[config.mk]
export PLATFORM = sky130hd
export DESIGN_NAME = clock_mode_ctrl
export DESIGN_NICKNAME = d
export VERILOG_FILES = /design/src/rtl/clock_ui_pkg.sv /design/src/rtl/btn_pulse.sv /design/src/rtl/clock_mode_ctrl.sv
export SDC_FILE = /design/constraint.sdc
export NUM_CORES = 1
export LEC_CHECK = 0
export BUFFER_PORTS_ARGS = -buffer_cell sky130_fd_sc_hd__clkbuf_2
export CORE_MARGIN = 5
export CORE_UTILIZATION = 55
export CTS_CLUSTER_DIAMETER = 200
export DETAILED_ROUTE_END_ITERATION = 16
export HOLD_SLACK_MARGIN = 0.15
export PLACE_DENSITY = 0.84
export SLEW_MARGIN = 25
export SYNTH_ARGS = -nofsm -noshare
export SYNTH_HDL_FRONTEND = slang
export SYNTH_SLANG_ARGS = --single-unit
[constraint.sdc]
create_clock -name clk -period 4 [get_ports clk]
set_input_delay 0.8 -clock clk [delete_from_list [all_inputs] [get_ports clk]]
set_output_delay 0.8 -clock clk [all_outputs]
set_load 0.01 [all_outputs]
[src/rtl/clock_ui_pkg.sv]
// Shared encodings and default timing for the alarm-clock user interface.
package clock_ui_pkg;

  typedef enum logic [2:0] {
    RUN     = 3'd0,
    SET_HR  = 3'd1,
    SET_MIN = 3'd2,
    AL_HR   = 3'd3,
    AL_MIN  = 3'd4
  } mode_t;

  typedef enum logic [1:0] {
    OS_IDLE  = 2'd0,
    OS_PULSE = 2'd1,
    OS_HELD  = 2'd2
  } oneshot_t;

  localparam int DEF_HOLD_CYCLES    = 50_000_000;
  localparam int DEF_REPEAT_CYCLES  = 12_500_000;
  localparam int DEF_TIMEOUT_CYCLES = 500_000_000;

  // Successor of a mode when the mode button is pressed; stray codes fall back to RUN.
  function automatic mode_t next_mode(input mode_t cur);
    mode_t nxt;
    nxt = RUN;
    case (cur)
      RUN:     nxt = SET_HR;
      SET_HR:  nxt = SET_MIN;
      SET_MIN: nxt = AL_HR;
      AL_HR:   nxt = AL_MIN;
      default: nxt = RUN;
    endcase
    return nxt;
  endfunction

endpackage

[src/rtl/btn_pulse.sv]
// Rising-edge one-shot: a single one-cycle pulse per press, however long the button is held.
module btn_pulse
  import clock_ui_pkg::*;
(
  input  logic clk,
  input  logic rst,
  input  logic btn,
  output logic pulse
);

  oneshot_t state;

  // Pulse on the first sampled high, then wait in HELD until the button is released.
  always_ff @(posedge clk or posedge rst) begin
    if (rst) begin
      state <= OS_IDLE;
      pulse <= 1'b0;
    end else begin
      pulse <= 1'b0;
      case (state)
        OS_IDLE: begin
          if (btn) begin
            state <= OS_PULSE;
            pulse <= 1'b1;
          end
        end
        OS_PULSE: state <= btn ? OS_HELD : OS_IDLE;
        OS_HELD:  if (!btn) state <= OS_IDLE;
        default:  state <= OS_IDLE;
      endcase
    end
  end

endmodule

[src/rtl/clock_mode_ctrl.sv]
// Alarm-clock UI controller: mode FSM, field increment pulses, auto-repeat and edit timeout.
module clock_mode_ctrl
  import clock_ui_pkg::*;
#(
  parameter int HOLD_CYCLES    = DEF_HOLD_CYCLES,
  parameter int REPEAT_CYCLES  = DEF_REPEAT_CYCLES,
  parameter int TIMEOUT_CYCLES = DEF_TIMEOUT_CYCLES
) (
  input  logic       clk,
  input  logic       rst,
  input  logic       btn_mode,
  input  logic       btn_inc,
  input  logic       btn_alarm,
  output logic [2:0] mode,
  output logic       inc_hr,
  output logic       inc_min,
  output logic       inc_al_hr,
  output logic       inc_al_min,
  output logic       clock_run,
  output logic       alarm_en
);

  localparam int HW = $clog2(HOLD_CYCLES + 1);
  localparam int RW = $clog2(REPEAT_CYCLES + 1);
  localparam int IW = $clog2(TIMEOUT_CYCLES + 1);

  localparam logic [HW-1:0] HOLD_MAX  = HW'(HOLD_CYCLES);
  localparam logic [RW-1:0] REP_MAX   = RW'(REPEAT_CYCLES);
  localparam logic [RW-1:0] REP_ONE   = RW'(1);
  localparam logic [IW-1:0] IDLE_LAST = IW'(TIMEOUT_CYCLES - 1);

  mode_t         state;
  mode_t         nxt_state;
  logic          mode_pulse;
  logic          inc_pulse;
  logic          alarm_pulse;
  logic [HW-1:0] hold_cnt;
  logic [RW-1:0] rep_cnt;
  logic [IW-1:0] idle_cnt;
  logic          in_set;
  logic          timeout;
  logic          state_change;
  logic          rep_fire;
  logic          edit_fire;
  logic          hold_clr;
  logic          idle_clr;

  btn_pulse u_mode_pulse (
    .clk   (clk),
    .rst   (rst),
    .btn   (btn_mode),
    .pulse (mode_pulse)
  );

  btn_pulse u_inc_pulse (
    .clk   (clk),
    .rst   (rst),
    .btn   (btn_inc),
    .pulse (inc_pulse)
  );

  btn_pulse u_alarm_pulse (
    .clk   (clk),
    .rst   (rst),
    .btn   (btn_alarm),
    .pulse (alarm_pulse)
  );

  assign in_set = (state == SET_HR) || (state == SET_MIN) ||
                  (state == AL_HR)  || (state == AL_MIN);

  assign timeout = in_set && (idle_cnt == IDLE_LAST);

  assign rep_fire = in_set && btn_inc && (hold_cnt == HOLD_MAX) &&
                    ((rep_cnt == '0) || (rep_cnt == REP_MAX));

  assign state_change = (nxt_state != state);

  assign edit_fire = (inc_pulse || rep_fire) && in_set && !state_change;

  assign hold_clr = !btn_inc || !in_set || state_change || inc_pulse;

  assign idle_clr = state_change || !in_set || mode_pulse || inc_pulse ||
                    alarm_pulse || rep_fire;

  assign mode = state;

  // Mode button wins over timeout; RUN and any stray code settle back to RUN.
  always_comb begin
    nxt_state = state;
    if (mode_pulse) begin
      nxt_state = next_mode(state);
    end else if (timeout || !in_set) begin
      nxt_state = RUN;
    end
  end

  // Mode register plus registered field pulses, run enable and alarm arm flag.
  always_ff @(posedge clk or posedge rst) begin
    if (rst) begin
      state      <= RUN;
      inc_hr     <= 1'b0;
      inc_min    <= 1'b0;
      inc_al_hr  <= 1'b0;
      inc_al_min <= 1'b0;
      clock_run  <= 1'b1;
      alarm_en   <= 1'b0;
    end else begin
      state      <= nxt_state;
      inc_hr     <= edit_fire && (state == SET_HR);
      inc_min    <= edit_fire && (state == SET_MIN);
      inc_al_hr  <= edit_fire && (state == AL_HR);
      inc_al_min <= edit_fire && (state == AL_MIN);
      clock_run  <= !((nxt_state == SET_HR) || (nxt_state == SET_MIN));
      alarm_en   <= alarm_en ^ alarm_pulse;
    end
  end

  // Hold timer restarts at the press pulse, so the first repeat lands HOLD_CYCLES+1 after it.
  always_ff @(posedge clk or posedge rst) begin
    if (rst) begin
      hold_cnt <= '0;
    end else if (hold_clr) begin
      hold_cnt <= '0;
    end else if (hold_cnt != HOLD_MAX) begin
      hold_cnt <= hold_cnt + 1'b1;
    end
  end

  // Repeat spacing counter; zero means the first repeat has not fired yet.
  always_ff @(posedge clk or posedge rst) begin
    if (rst) begin
      rep_cnt <= '0;
    end else if (hold_clr) begin
      rep_cnt <= '0;
    end else if (rep_fire) begin
      rep_cnt <= REP_ONE;
    end else if ((rep_cnt != '0) && (rep_cnt != REP_MAX)) begin
      rep_cnt <= rep_cnt + 1'b1;
    end
  end

  // Inactivity counter for set modes; any button activity or mode entry restarts it.
  always_ff @(posedge clk or posedge rst) begin
    if (rst) begin
      idle_cnt <= '0;
    end else if (idle_clr) begin
      idle_cnt <= '0;
    end else begin
      idle_cnt <= idle_cnt + 1'b1;
    end
  end

endmodule

### Word level (Yosys, flattened, before mapping)

Cells that the tools add are included.

| storage, ports and cells | value |
|---|---|
| register bits after elaboration | 97 |
| logic and storage cells | 112 |
| output and inout bits | 9 |
| input bits | 5 |

| operators by class | value |
|---|---|
| reductions and logical operators | 41 |
| equality and inequality tests | 24 |
| muxes and demuxes | 27 |
| bitwise operators | 1 |
| add/subtract/negate cells | 3 |

Operator list:

| operator | count |
|---|---|
| $mux 24 | 3 |
| $mux 26 | 2 |
| $add 29x1->29 const B | 1 |
| $eq 29x29->1 const B | 1 |
| $mux 29 | 1 |
| $add 26x1->26 const B | 1 |
| $eq 26x26->1 const B | 1 |
| $ne 26x26->1 const B | 1 |
| $add 24x1->24 const B | 1 |
| $eq 24x24->1 const B | 1 |
| $logic_not 24->1 | 1 |
| $ne 24x24->1 const B | 1 |
| $reduce_bool 24->1 | 1 |
| $mux 2 | 9 |
| $pmux 2 s3 | 3 |
| $logic_or 1x1->1 | 15 |
| $ne 2x2->1 const B | 6 |
| $pmux 3 s4 | 1 |
| $logic_and 1x1->1 | 11 |
| $eq 3x2->1 const B | 3 |
| $eq 2x1->1 const B | 3 |
| $eq 2x2->1 const B | 3 |
| $eq 3x1->1 const B | 2 |
| $logic_not 2->1 | 3 |
| 10 further kinds | 21 |

### Logic depth before layout (Yosys ltp)

| depth | value |
|---|---|
| depth in word-level cells | 15 |
| mapped depth | 8 |
| depth with buffers taken out | 7 |

### Modules after synthesis

Synthesis repeated with hierarchy kept, for this count alone.

| unflattened totals | value |
|---|---|
| cell total of the unflattened synthesis | 504 |
| area, all modules | 4878.4 µm² |

By module, submodules not included:

| module | cells each | times used | seq. area each (µm²) | area an instance (µm²) |
|---|---|---|---|---|
| clock_mode_ctrl | 480 | 1 | 2203.4 | 4551.9 |
| btn_pulse | 8 | 3 | 75.1 | 108.9 |

### Least setup slack after synthesis

OpenSTA, ideal clock, no wires.

| timing | value |
|---|---|
| kind | reg2reg |
| start | register hold_cnt[0] |
| end | register idle_cnt[20] |
| stages on the path, launching flop included | 9 |
| clock period less this slack | 1934 ps |
| path buffers | 1 |
| arrival time | 1809 ps |
| data required time | 3875 ps |
| setup slack | 2066 ps |
| cells stage by stage | dfrtp_1 inv_1 ha_1 nor4bb_1 and4_1 nand3_1 o31ai_4 buf_2 nor3_1 |

| between the ends | value |
|---|---|
| cells in the longest elaborated chain, start to end | 5 |

RTL lines:

| element | line | source |
|---|---|---|
| start: declaration | clock_mode_ctrl.sv:37 | `logic [HW-1:0] hold_cnt;` |
| start signal: assignment | clock_mode_ctrl.sv:126 | `hold_cnt <= hold_cnt + 1'b1;` |
| $eq 26x26->1 | clock_mode_ctrl.sv:74 | `assign rep_fire = in_set && btn_inc && (hold_cnt == HOLD_MAX) &&` |
| $logic_and 1x1->1 (2 in series) | clock_mode_ctrl.sv:74 |  |
| $logic_or 1x1->1 | clock_mode_ctrl.sv:84 | `alarm_pulse \|\| rep_fire;` |
| $mux 29 | clock_mode_ctrl.sv:147 | `end else if (idle_clr) begin` |
| end signal: assignment | clock_mode_ctrl.sv:150 | `idle_cnt <= idle_cnt + 1'b1;` |
| end: declaration | clock_mode_ctrl.sv:39 | `logic [IW-1:0] idle_cnt;` |

Every way passes these cells.
A chain may end at the register's enable or synchronous reset.

### Worst setup path in the final report

| timing | value |
|---|---|
| start | register hold_cnt[0] |
| end | register inc_al_hr |

| between the ends | value |
|---|---|
| cells in the longest elaborated chain, start to end | 7 |

RTL lines:

| element | line | source |
|---|---|---|
| $eq 26x26->1 | clock_mode_ctrl.sv:74 |  |
| $logic_and 1x1->1 (2 in series) | clock_mode_ctrl.sv:74 |  |
| $logic_or 1x1->1 | clock_mode_ctrl.sv:79 | `assign edit_fire = (inc_pulse \|\| rep_fire) && in_set && !state_change;` |
| $logic_and 1x1->1 (2 in series) | clock_mode_ctrl.sv:79 |  |
| $logic_and 1x1->1 | clock_mode_ctrl.sv:112 | `inc_al_hr <= edit_fire && (state == AL_HR);` |
| end signal: assignment | clock_mode_ctrl.sv:112 |  |
| end: declaration | clock_mode_ctrl.sv:17 | `output logic inc_al_hr,` |

Every way passes these cells.

==> impl_summary.txt <==
----------------------------------------------------
[Timing]
  Fin worst setup slack ... 1560 ps
  Upper clock frequency limit ... 410 MHz
  Period minus WS final ... 2440 ps
  Final number of setup-violating endpoints ... 0
  Worst hold slack across all endpoints ... 471 ps
  Part of the cycle the worst path needs ... 60.9%
  Final TNS setup ... 0 ps
  Total count of hold-check failures in the final report ... 0
  Max-slew violation total from the final report ... 0
  Worst slew slack as a fraction of its limit ... 49.8%
  RSZ-0062 raised after global routing ... no
  Final worst clock skew ... 9.93 ps
  Transition time at the pin with the least slew margin ... 746 ps

[Flow run]
  Count of max-cap constraint violations ... 0

[Worst setup path]
  Buffering stage count on the worst path with inverters included ... 2
  Arrival time worst endpoint ... 2740 ps
  FF-to-FF Start ... hold_cnt[0]
  Reg2Reg Setup Slack ... 1560 ps
  Start-to-end type of the worst setup path ... register to register
  Category of the worst setup path launch point ... register
  Sequence of cells on the critical path ... inv_1 > ha_1 > nor4bb_1 > and4_1 > nand3_1 > o31ai_4 > buf_4 > and4_1
  CP most frequent cell ... sky130_fd_sc_hd__and4_1
  Required time at the worst-slack endpoint ... 4310 ps
  CP delay by family, top ... simple AND/OR/NAND/NOR gates
  CP Max Fanout ... 33
  Slowest cell on the critical path ... sky130_fd_sc_hd__dfrtp_1
  Cells on worst reg2reg path ... 8
  Critical path capture point type ... register
  Highest cell delay on the worst timing path ... 430 ps
  Critical R2R Capture ... inc_al_hr

[Logic synthesis]
  Cell accounting for the most synthesized area ... sky130_fd_sc_hd__dfrtp_1
  Commonest register cell after synthesis ... sky130_fd_sc_hd__dfrtp_1
  Number of nets produced by synthesis ... 506
  Sequential area share after synthesis ... 48.9%
  Number of flip-flops and latches in the synthesized netlist ... 97
  Number of synthesis warnings ... 0
  Syn_area_per_cell ... 10.0 um2
  Top post-synthesis cells by area ... sky130_fd_sc_hd__dfrtp_1, sky130_fd_sc_hd__xor2_1, sky130_fd_sc_hd__xnor2_1
  Post-synthesis instance area ... 4970 um2
  Instance count of the mapped netlist ... 496
  Proportion of register bits with asynchronous set or reset after synthesis ... 100%
  Number of different library cells in the post-synthesis netlist ... 49
  Fraction of synthesized cell area taken by the top area cell type ... 48.4%
  Number of flops mapped to enable cells by yosys ... 0

[Layout]
  Layout Cell Area excl Fill ... 5340 um2
  Final-layout fill cell count ... 696
  Proportion of layout cells with a drive suffix above 1 ... 10.2%
  Number of nets in the layout ... 514
  Multi-input gate area ... 2380 um2
  Utilization of the core after routing ... 60.9%
  Register cell area after layout ... 2430 um2
  Layout overhead on the synthesized area ... 7.43%
  Number of antenna cells inserted ... 0
  Final cell count without fillers ... 617

[Global route]
  Largest net degree at the start of global routing ... 64
  Vias in the first global route ... 3614
  First-pass GRT wire length ... 16800 um
  Number of antenna violations at the first check in global routing ... 0
  GR Util All Layers ... 18.1%
  Overflow left after global routing ... 0

[Clock network]
  CTS root buffer ... sky130_fd_sc_hd__clkbuf_8
  Post-CTS Setup Repair Bufs ... 0
  Clock sink count ... 97
  Clock tree buffer depth ... 2
  Number of H-tree levels ... 3
  Number of buffers added by the clock tree synthesis step ... 9
  Clock insertion delay at the later pin of the skew report ... 360 ps
  CTS tree ... done
  Clock-pin slew reported for the worst setup and hold paths after clock tree synthesis ... 100 ps
  Number of gates resized after CTS ... 0
  Post-CTS Hold Buffers ... 0

[Status]
  Status ... complete, no violations

[Route]
  Wire length per cell after detailed routing ... 15.1 um
  DRT antenna net count ... 0
  DRT Wirelength ... 9340 um
  Starting DRC count in detailed routing ... 153
  Detailed-route vias per instance ... 5.84
  Iteration count of the initial detailed-routing pass ... 4
  Count of vias placed by the detailed router ... 3603
  Post-detailed-route DRC marker count ... 0

[Power and ir drop]
  Final Power ... 2.13 mW
  Max IR drop VDD ... 0.000237 V
  Pleak ... 2.17 nW
  Power density over cell area ... 399 nW/um2

[Placement]
  Post-Place Worst Slack ... 1400 ps
  Total half-perimeter wirelength after legalization and detailed placement ... 6370 um
  Global placement routability congestion ... 0.810
  Cells after DPL ... 601
  Buffers added on ports ... 13
  Standard cell area after detailed placement ... 5100 um2

[Die]
  Chip Height ... 105 um
  Initial core utilization ... 56.7%
  Horiz. Die Dim ... 105 um
  Die footprint ... 11000 um2
  IO Count ... 14
  Core ar. ... 8760 um2
  Floorplan row count ... 34

[Min path]
  Min-Delay Path Class ... input port to async pin

----------------------------------------------------
## Yosys cell counts (all sizes together) (10+ instances only)
cell / instances
nand3: 38
xor2: 45
nor4: 17
inv: 17
nand2: 30
nand4: 19
a21oi: 10
nor2: 51
xnor2: 32
buf: 12
nor3: 53
dfrtp: 96
## cells by family after synthesis
| logic type | after synthesis | share of synthesized area (%) |
|---|---|---|
| AOI/OAI and AO/OA | 26 | 4.13 |
| muxes | 2 | 0.403 |
| DFF | 97 | 48.9 |
| buffers and inverters | 35 | 3.22 |
| xor gates and xnor gates | 77 | 13.6 |
| adders and majority gates | 5 | 1.26 |
| and+or+nand+nor | 254 | 28.5 |
## sequential cells by signal, summed over array words and instances (netlist names)
name	cells
rep_cnt	24
u_alarm_pulse.state	2
u_inc_pulse.state	2
clock_run	1
mode	3
inc_al_min	1
inc_min	1
u_inc_pulse.pulse	1
u_mode_pulse.pulse	1
hold_cnt	26
idle_cnt	29
u_mode_pulse.state	2
alarm_en	1
inc_hr	1
inc_al_hr	1
u_alarm_pulse.pulse	1
## worst max-delay path by stage
| stage | from | endpoint | slack (ps) | cells after the start |
|---|---|---|---|---|
| 2_1_floorplan | rst | alarm_en | 670 | 1 |
| 3_3_place_gp | idle_cnt[8] | rep_cnt[19] | 1510 | 5 |
| 3_5_place_dp | idle_cnt[8] | idle_cnt[21] | 1400 | 5 |
| 4_1_cts | idle_cnt[8] | rep_cnt[19] | 1400 | 5 |
| 5_1_grt | hold_cnt[0] | inc_al_hr | 1380 | 8 |
| 6_report | hold_cnt[0] | inc_al_hr | 1560 | 8 |
## cell type report
class                           instances  area share [%]
Clock buffer                           10            2.58
Clock inverter                          6            1.69
Inverter                               17            1.29
Multi-Input combinational cell        364            44.7
Sequential cell                        97            45.5
Tap cell                              108            2.53
Timing Repair Buffer                   15            1.73
## layout by cell type, fill, tap and decap left out, types with 3 or more instances in the layout
| cell | instances |
|---|---|
| sky130_fd_sc_hd__a21oi_1 | 9 |
| sky130_fd_sc_hd__a31oi_1 | 3 |
| sky130_fd_sc_hd__and2_1 | 8 |
| sky130_fd_sc_hd__and3_1 | 9 |
| sky130_fd_sc_hd__and4_1 | 9 |
| sky130_fd_sc_hd__clkbuf_2 | 13 |
| sky130_fd_sc_hd__clkbuf_8 | 10 |
| sky130_fd_sc_hd__dfrtp_1 | 96 |
| sky130_fd_sc_hd__ha_1 | 5 |
| sky130_fd_sc_hd__inv_1 | 16 |
| sky130_fd_sc_hd__nand2_1 | 29 |
| sky130_fd_sc_hd__nand3_1 | 38 |
| sky130_fd_sc_hd__nand4_1 | 16 |
| sky130_fd_sc_hd__nor2_1 | 51 |
| sky130_fd_sc_hd__nor3_1 | 51 |
| sky130_fd_sc_hd__nor3b_1 | 7 |
| sky130_fd_sc_hd__nor4_1 | 13 |
| sky130_fd_sc_hd__nor4_2 | 3 |
| sky130_fd_sc_hd__o21ai_0 | 3 |
| sky130_fd_sc_hd__xnor2_1 | 32 |
| sky130_fd_sc_hd__xor2_1 | 45 |
## layer usage
metal | wire [um] | part of all wire (%) | global-route usage, % | vias to the layer above
met4 | 201 | 2.2 | 7.67 | 0
met5 | 0 | 0 | 0 | -
met3 | 236 | 2.5 | 2.71 | 16
met1 | 4340 | 46 | 24.4 | 1780
li1 | - | - | - | 1751
met2 | 4560 | 49 | 29.3 | 56
## where the power goes
part	internal [mW]	switching [mW]	leakage, nW
Combinational	0.100	0.210	0.728
Sequential	1.04	0.0609	1.33
Clock	0.372	0.348	0.113
Total	1.51	0.619	2.17
## worst register-to-register path, stage by stage (launching register included)
cell and delay, ps:
sky130_fd_sc_hd__dfrtp_1 430, sky130_fd_sc_hd__inv_1 70, sky130_fd_sc_hd__ha_1 140, sky130_fd_sc_hd__nor4bb_1 350, sky130_fd_sc_hd__and4_1 290, sky130_fd_sc_hd__nand3_1 250
sky130_fd_sc_hd__o31ai_4 250, sky130_fd_sc_hd__buf_4 350, sky130_fd_sc_hd__and4_1 260
No activity file was read; power rests on OpenSTA's default activity.
